## src/rtl/device_input_ctrl.sv

```systemverilog
// Switch/button conditioning: 2-flop sync, per-bit debounce, press pulses,
// sticky press events and a word-wide read port for the Bridge.
module device_input_ctrl #(
   parameter int DEBOUNCE_CYCLES = 20000,
   parameter int CNT_W           = 16
) (
   input  logic        clk_i,
   input  logic        rst_i,
   input  logic [23:0] device_sw,
   input  logic [4:0]  device_button,
   input  logic        rd_en,
   input  logic [1:0]  rd_sel,
   output logic [31:0] rdata,
   output logic [23:0] sw_stable,
   output logic [4:0]  btn_stable,
   output logic [4:0]  btn_press_pulse,
   output logic        btn_event_pending
);

   localparam int N = 29;
   localparam logic [CNT_W-1:0] LAST = CNT_W'(DEBOUNCE_CYCLES - 1);

   logic [N-1:0]     sync1;
   logic [N-1:0]     sync2;
   logic [N-1:0]     stable;
   logic [CNT_W-1:0] cnt [N];
   logic [4:0]       btn_d;
   logic [4:0]       btn_event;
   logic             clr;

   assign clr = rd_en && (rd_sel == 2'b10);

   always_ff @(posedge clk_i or posedge rst_i) begin
      if (rst_i) begin
         sync1           <= '0;
         sync2           <= '0;
         stable          <= '0;
         btn_d           <= '0;
         btn_press_pulse <= '0;
         btn_event       <= '0;
         for (int i = 0; i < N; i++) cnt[i] <= '0;
      end else begin
         sync1 <= {device_button, device_sw};
         sync2 <= sync1;
         // A return to the stable level discards any partial count.
         for (int i = 0; i < N; i++) begin
            if (sync2[i] == stable[i]) begin
               cnt[i] <= '0;
            end else if (cnt[i] == LAST) begin
               stable[i] <= sync2[i];
               cnt[i]    <= '0;
            end else begin
               cnt[i] <= cnt[i] + 1'b1;
            end
         end
         btn_d           <= stable[28:24];
         btn_press_pulse <= stable[28:24] & ~btn_d;
         // Set wins over read-to-clear so no press is lost.
         btn_event       <= (clr ? 5'b0 : btn_event) | btn_press_pulse;
      end
   end

   assign sw_stable         = stable[23:0];
   assign btn_stable        = stable[28:24];
   assign btn_event_pending = |btn_event;

   always_comb begin
      rdata = 32'h0;
      unique case (rd_sel)
         2'b00:   rdata = {8'h0, sw_stable};
         2'b01:   rdata = {27'h0, btn_stable};
         2'b10:   rdata = {27'h0, btn_event};
         default: rdata = 32'h0;
      endcase
   end

endmodule
```

## config.mk

```make
export PLATFORM = sky130hd
export DESIGN_NAME = device_input_ctrl
export DESIGN_NICKNAME = d
export VERILOG_FILES = /design/src/rtl/device_input_ctrl.sv
export SDC_FILE = /design/constraint.sdc
export NUM_CORES = 1
export LEC_CHECK = 0
export CAP_MARGIN = 30
export CORE_MARGIN = 3
export CORE_UTILIZATION = 40
export DETAILED_ROUTE_END_ITERATION = 7
export PLACE_DENSITY = 0.63
export SLEW_MARGIN = 20
export SYNTH_ARGS = -nofsm -noshare
export SYNTH_HDL_FRONTEND = slang
export SYNTH_SLANG_ARGS = --single-unit
```

## constraint.sdc

```tcl
create_clock -name clk_i -period 27.9 [get_ports clk_i]
set_input_delay 6.975 -clock clk_i [delete_from_list [all_inputs] [get_ports clk_i]]
set_output_delay 6.975 -clock clk_i [all_outputs]
set_load 0.02 [all_outputs]
```

==> results by group <==
Status
  • Status: completed

Synthesis
  • Ys async rst share: 100.0%
  • Post-Syn Area: 0.02640 mm2
  • Yosys warnings: 0
  • Avg Cell Area, Syn: 10.34 um2
  • Top FF cell, synth: dfrtp_1
  • Number of flops mapped to enable cells by yosys: 0
  • Synth unique cells: 44
  • Seq/Total Area, Yosys: 53.65%
  • Synth Register Bits: 566
  • Cell count after synthesis: 2552

Global route
  • GRT Total Usage: 14.58%
  • First-pass GRT wire length: 87.13 mm
  • Largest net degree at the start of global routing: around 190
  • Antenna violations before repair: 0
  • Vias in the first global route: ~19000
  • GRT overflow: 0

CTS
  • H-tree depth: 3
  • Post-cts resize count: 0
  • Later-pin clock latency in the skew report: about 0.58 ns
  • TritonCTS clock tree: done
  • Cts hold-fix bufs: 0
  • Setup Fix Bufs, Post-CTS: 0
  • Longest Clk Path Bufs: 3
  • Reg clk slew, reported paths: 0.05 ns
  • CTS Buf Count: 66
  • Root buffer cell: clkbuf_16
  • CTS Sinks: 566

Setup path
  • Worst Setup End Kind: output pin
  • Reg2reg path depth: 4
  • Reg2reg start: cnt[124]
  • CP Class: in -> out
  • R2R Path End: cnt[120]
  • Worst setup SP type: input pin
  • Worst Path Max Fanout: 19
  • WP data required: roughly 21 ns
  • CP max-delay cell: nor2_4
  • Cell family with most CP delay: buffers and inverters
  • R2R setup slack: ~26 ns
  • Crit path top cell by count: clkdlybuf4s50_1
  • Crit path arrival time: 9.24 ns
  • Buffers & Inverters on Critical Path: 2
  • CP cell instances: clkdlybuf4s50_1, nor2_4, and2_1, clkdlybuf4s50_1
  • CP max stage delay: 0.74 ns

Finish
  • Area added between synthesis and finish: 14.70%
  • Most frequent cells in the layout: 566 x dfrtp_1, 464 x nor2_1, 234 x xnor2_1
  • Final instance area: 0.03028 mm2
  • Post-layout net count: between 2000 and 3000
  • Most common cell after layout, fill and taps aside: dfrtp_1
  • Share of layout cells above drive strength 1: 6.897%
  • Diodes inserted: 0

Power and ir drop
  • Leak pwr: 12.45 nW
  • Total power: roughly 1.8 mW
  • Worst vdd ir: 0.03751 mV
  • Power Dens Cells: 58.45 mW/mm2

Routing
  • Routed WL: 49.81 mm
  • DR pass1 iterations: 5
  • Routed Antenna Nets: 0
  • DR vias/cell: 5.121
  • Drt drc: 0
  • Avg WL per Cell: 14.02 um
  • Vias: 18190
  • DRT iter0 DRCs: 1025

Floorplanning
  • Initial Util: 40.66%
  • Row count: 93
  • I/O pin total: between 100 and 150
  • Core footprint: 0.06493 mm2
  • Die footprint: a little under 0.07 mm2
  • Die width: 262.9 um
  • Die Span Y: 262.9 um

STA
  • Setup Skew: 0.01532 ns
  • Worst-margin pin slew: 1.040 ns
  • FMAX: 61.67 MHz
  • Final setup vio count: 0
  • Max-slew violations: 0
  • Worst slew margin: 30.66%
  • Unrepaired setup endpoints after global routing: false
  • Fin crit share: 58.12%
  • Hold Violations, Final: 0
  • Post-layout minimum cycle time: 16.22 ns
  • Setup TNS Final: 0 ns

Min path
  • Worst Hold Class: reg -> reg
  • Hold endpoint: sync2[12]
  • Hold Path Origin: sync1[12]
  • WHS Path Cells: 0

Placed design
  • Dpl hpwl: ~33 mm
  • Input/output buffers: between 90 and 100
  • RD Place Congestion: 0.8351
  • Post-DP Area: around 0.028 mm2

Flow run
  • Max-cap violation count: 0
==> cell usage after synthesis (all sizes together), types with 25 or more instances <==
cell type,number,share of area (%)
dfrtp,566,54
nor2,465,6.6
xnor2,234,7.8
xor2,165,5.5
nand2,148,2.1
nand3,138,2.6
nand4,120,2.8
nor4,88,2.2
inv,71,1.0
and4,64,2.1
nor3,60,1.1
or4,52,1.6
buf,46,1.3
a21oi,34,0.64
mux2,31,1.3
ha,29,1.4
and2,28,0.66
clkbuf,28,0.40
or2,27,0.64
o31ai,25,0.71
==> worst max path at each step <==
stage	start	endpoint	slack, ns	cells after the start
floorplan	rst_i	btn_d[0]	5.09	1
global placement	rd_sel[1]	rdata[14]	11.63	4
detailed placement	rd_sel[1]	rdata[6]	11.57	4
CTS	rd_sel[1]	rdata[6]	11.56	4
global route	rd_sel[1]	rdata[21]	11.51	4
finish	rd_sel[1]	rdata[16]	11.68	4
==> cells by family (layout without fill, tap and decap cells) <==
family	after synthesis	after routing	synth area share [%]
compound gates	78	78	1.763
xor+xnor	399	399	13.24
fa+ha+maj	29	29	1.374
buf+inv	145	283	2.664
flops	566	566	53.65
mux	36	36	1.526
other cells	1	8	0.01420
simple gates	1298	1298	25.77
==> registers in the layout, indices dropped and copies added (netlist names) <==
name and cells:
sync1 29, btn_d 5, btn_event 5, stable 29, btn_press_pulse 5, sync2 29, cnt 464
==> final cells by class <==
| class | instances | area [um2] |
|---|---|---|
| clock inverter | 27 | 336.6 |
| timing repair buffer | 97 | 1023 |
| sequential | 566 | 14160 |
| fill | 5968 | 34650 |
| inverter | 71 | 274.0 |
| multi-input combinational | 1848 | 11570 |
| clock buffer | 88 | 1846 |
| tap | 855 | 1070 |
==> worst reg2reg max path: stages, from the launching register on <==
cell,delay [ns]
dfrtp_1,0.41
or4_1,0.55
nor4_1,0.70
or2_2,0.42
nor2_1,0.10
==> through the flow <==
step	util, %	hold slack, ns	instances	setup slack, ns
floorplan	-	0.3312	2559	5.094
global placement	43.19	0.3321	3435	11.63
detailed placement	43.19	0.3355	3435	11.57
CTS	46.55	0.3483	3550	11.56
global route	46.64	0.3568	3552	11.51
finish	46.64	0.3464	3552	11.68
==> where the power goes <==
part           leakage, nW  total (mW)  switching [mW]  internal (mW)
logic                 3.67      0.0572          0.0389         0.0183
registers             7.70       0.849          0.0136          0.836
clock network         1.07       0.863           0.333          0.530
==> routing by layer <==
metal	vias to the layer above	routed length [um]	GRT usage [%]
li1	9020	-	-
met1	8906	22480	18.17
met2	183	24380	25.49
met3	82	1701	3.024
met4	0	1248	4.381
met5	-	0	0
No activity file was read; power rests on OpenSTA's default activity.
